File: config.mk
export PLATFORM = sky130hd
export DESIGN_NAME = reg_s_pl_feeder
export DESIGN_NICKNAME = d
export VERILOG_FILES = /design/src/rtl/reg_s_pl_feeder.sv
export SDC_FILE = /design/constraint.sdc
export NUM_CORES = 1
export LEC_CHECK = 0
export CORE_UTILIZATION = 45
export CTS_CLUSTER_SIZE = 28
export DETAILED_ROUTE_END_ITERATION = 7
export HOLD_SLACK_MARGIN = 0.05
export PLACE_DENSITY_LB_ADDON = 0.1
export SLEW_MARGIN = 20
export SYNTH_ARGS = -nofsm -noshare
export SYNTH_HDL_FRONTEND = slang
export SYNTH_SLANG_ARGS = --single-unit
export TNS_END_PERCENT = 50
File: constraint.sdc
create_clock -name clk -period 2.2 [get_ports clk]
set_input_delay 0.44 -clock clk [delete_from_list [all_inputs] [get_ports clk]]
set_output_delay 0.44 -clock clk [all_outputs]
set_load 0.05 [all_outputs]
File: src/rtl/reg_s_pl_feeder.sv
// Elastic FIFO stage feeding a synchronous parallel-load register's d/enable pair.
// One word is presented per cycle and loaded whenever the downstream side allows it.
module reg_s_pl_feeder #(
    parameter int width = 8,
    parameter int depth = 4,
    localparam int CW = $clog2(depth + 1),
    localparam int PW = (depth > 1) ? $clog2(depth) : 1
) (
    input  logic              clk,
    input  logic              reset,
    input  logic [width-1:0]  in_data,
    input  logic              in_valid,
    output logic              in_ready,
    input  logic              load_allow,
    output logic [width-1:0]  reg_d,
    output logic              reg_enable,
    output logic [CW-1:0]     count,
    output logic              full,
    output logic              empty,
    output logic [15:0]       load_total
);

    // Handshake: a word moves upstream->FIFO only on a cycle with in_valid & in_ready;
    // in_ready depends on registered state only, and the producer holds in_data until then.
    logic [width-1:0] mem [depth];
    logic [PW-1:0]    rd_ptr;
    logic [PW-1:0]    wr_ptr;
    logic             push;
    logic             pop;

    // Explicit wrap at depth-1 so non-power-of-two depths index correctly.
    function automatic logic [PW-1:0] next_ptr(input logic [PW-1:0] p);
        return (p == PW'(depth - 1)) ? '0 : p + PW'(1);
    endfunction

    assign full       = (count == CW'(depth));
    assign empty      = (count == '0);
    assign in_ready   = !full && !reset;
    assign push       = in_valid && in_ready;
    assign pop        = load_allow && !empty && !reset;
    assign reg_enable = pop;
    assign reg_d      = empty ? '0 : mem[rd_ptr];

    always_ff @(posedge clk) begin
        if (push) begin
            mem[wr_ptr] <= in_data;
        end
    end

    always_ff @(posedge clk) begin
        if (reset) begin
            rd_ptr     <= '0;
            wr_ptr     <= '0;
            count      <= '0;
            load_total <= '0;
        end else begin
            if (push) begin
                wr_ptr <= next_ptr(wr_ptr);
            end
            if (pop) begin
                rd_ptr     <= next_ptr(rd_ptr);
                load_total <= load_total + 16'd1;
            end
            case ({push, pop})
                2'b10:   count <= count + CW'(1);
                2'b01:   count <= count - CW'(1);
                default: count <= count;
            endcase
        end
    end

endmodule

==> results of run 1 <==
worst min-delay path, delay by kind of cell, from the launching register on:
kind            cells  cell delay [ns]
flops               1             0.33
compound gates      2             0.13
where the power goes:
part,internal [µW],switching (µW),leakage (µW)
Clock,555,430,0.0000949
Sequential,1170,31.8,0.000495
Combinational,220,303,0.000587
Total,1940,765,0.00118
cell usage in the layout (no fill, tap or decap), drive strengths merged, types with 2 or more instances in the layout:
master and n:
nor3b 4, or3 7, clkdlybuf4s50 29, o31ai 5, and2 4, nand4 4, o21ai 7, nand2b 2
xnor2 7, clkbuf 10, nand2 8, nor2 15, dfxtp 25, nor4 3, nor3 2, buf 30
nor2b 8, nand3 3, mux4 8, xor2 3, ha 7, clkinvlp 3, edfxtp 32, a21oi 9
inv 7, or4 3
flip-flops by register name (all words and copies together) (netlist names), named ones only:
signal	count
mem	32
count	3
wr_ptr	2
load_total	16
rd_ptr	2
kinds of logic after synthesis:
logic type,share of synthesized area (%)
DFF,60.0
adders and majority gates,4.42
and+or+nand+nor,16.8
buffers and inverters,2.57
AOI/OAI and AO/OA,5.19
muxes,7.40
xor gates and xnor gates,3.60
final cells by class:
type                       instances  area [µm²]
clock buffer                      10         138
clock inverter                     6        66.3
fill                             402        1830
inverter                           6        22.5
multi-input combinational        115         940
sequential                        57        1470
tap                               70        87.6
timing repair buffer              60         616
worst paths after layout:
path | end | slack (ns) | startpoint | cells past startpoint
max | reg_d[1] | 0.09 | flop | 4
min reg2reg | load_total[15]$_SDFFE_PP0P_ | 0.51 | load_total[15]$_SDFFE_PP0P_ | 2
max reg2reg | count[2]$_SDFFE_PP0P_ | 0.20 | count[0]$_SDFFE_PP0P_ | 9
min | load_total[15]$_SDFFE_PP0P_ | 0.51 | load_total[15]$_SDFFE_PP0P_ | 2
what timing repair did:
action	in CTS	in global routing
cloned	0	0
endpoints found under the setup margin	1	7
endpoints found under the hold margin	0	0
gates resized for setup	1	1
per-stage QoR:
step | setup TNS, ns | instance area (µm²) | util (%)
after CTS | 0 | 3340 | 64.5
after global routing | 0 | 3340 | 64.6
after global placement | -1.38 | 3140 | 60.6
after floorplan | -1.85 | 2480 | -
after detailed placement | -1.95 | 3140 | 60.6
final | 0 | 3340 | 64.6
layer usage:
metal | GRT usage [%] | routed length [µm]
met1 | 21.9 | 2080
met2 | 32.6 | 2530
met3 | 3.97 | 159
met4 | 9.88 | 91
met5 | 0 | 0
==> results.sh, run 1 <==
export IMPL_core_area_um2=5170
export IMPL_cpLargestDelayFamily="multiplexers"
export IMPL_total_power_uw=2710
export IMPL_antenna_found_initial=0
export IMPL_worstSkewPairLatency_ns=0.33
export IMPL_start_kind="flop"
export IMPL_row_count=26
export IMPL_fmax_mhz=474
export IMPL_timing_final_max_slew_violations=0
export IMPL_cts_buffers=9
export IMPL_status="finished clean"
export IMPL_synthArstFlopShare_pct=0
export IMPL_tightest_slew_ns=0.513
export IMPL_path_clk_slew_ns=0.07
export IMPL_drtIter0Drc=35
export IMPL_holdWs_ns=0.505
export IMPL_cp_arrival_ns=1.67
export IMPL_crit_fanout=8
export IMPL_place_congestion=0.735
export IMPL_cts_max_level=3
export IMPL_cts_root_buf="clkbuf_8"
export IMPL_wl_per_cell_um=15.0
export IMPL_first_pass_iters=4
export IMPL_yosysWarnings=0
export IMPL_crit_chain="buf_6 > mux4_2 > nor2b_1 > buf_4"
export IMPL_fin_nets=269
export IMPL_ir_drop_uv=384
export IMPL_cts_sinks=57
export IMPL_fin_crit_sh_pct=96.0
export IMPL_cpPeakStageDelay_ns=0.52
export IMPL_diodes=0
export IMPL_syn_area_um2=2440
export IMPL_synth_top_area_share_pct=39.4
export IMPL_synth_edf_count=32
export IMPL_drt_wl_total_um=4860
export IMPL_cts_hold_buf=0
export IMPL_die_h_um=75.6
export IMPL_setup_viol_count_final=0
export IMPL_ys_seq_area_share_pct=60.0
export IMPL_io_buffers=42
export IMPL_leakagePower_uw=0.00118
export IMPL_grt_max_degree=15
export IMPL_ys_flop_type="edfxtp_1"
export IMPL_synth_nets=206
export IMPL_initial_utilization_pct=47.1
export IMPL_yosysUniqueCellTypes=34
export IMPL_avgSynthCellArea_um2=13.1
export IMPL_pre_cts_ws_ns=-0.347
export IMPL_final_layout_size_suffix_gt1_share_pct=26.0
export IMPL_routed_via_density=5.13
export IMPL_grt_usage_pct=18.8
export IMPL_post_cts_setup_buffer_count=0
export IMPL_synth_common_cells="edfxtp_1 (32), dfxtp_1 (25), nor2_1 (15)"
export IMPL_die_area_um2=5710
export IMPL_drc_errors=0
export IMPL_rsz0062_at_grt="false"
export IMPL_area_delta_synth_final_pct=37.2
export IMPL_critPathKind="flop to output pin"
export IMPL_hold_class="flop to flop"
export IMPL_vias=1662
export IMPL_min_period_ns=2.11
export IMPL_synth_seq_cells=57
export IMPL_stdcell_count=324
export IMPL_path_buf_inv=2
export IMPL_cts_tree="done"
export IMPL_dp_cells=308
export IMPL_gr_total_overflow=0
export IMPL_skew_ns=0.00580
export IMPL_synth_area_top_cells="edfxtp_1 (39%), dfxtp_1 (21%), mux4_2 (7.4%)"
export IMPL_max_slew_margin_pct=65.7
export IMPL_io_pins=43
export IMPL_yosys_area_top_type="edfxtp_1"
export IMPL_setup_worst_path_end_class="output pin"
export IMPL_die_x_um=75.6
export IMPL_grt_pass1_vias=1697
export IMPL_p_per_area_nw_per_um2=810
export IMPL_fin_ws_ns=0.0886
export IMPL_crit_required_ns=1.76
export IMPL_drv_cap=0
export IMPL_ant_nets=0
export IMPL_hold_violations=0
export IMPL_dp_hpwl_um=3380
export IMPL_grt_pass1_wl_um=7640
export IMPL_synthMostInstantiatedCell="edfxtp_1"
export IMPL_clk_path_buf_depth=2
export IMPL_slowest_stage="mux4_2"
export IMPL_synthCells=186
Power figures use the tool's default switching activity.
==> run 2: changes to the inputs <==
GPL_TIMING_DRIVEN = 1   (was default)
==> results of run 2 <==
Final layout, timing and power as in run 1 (identical DEF).
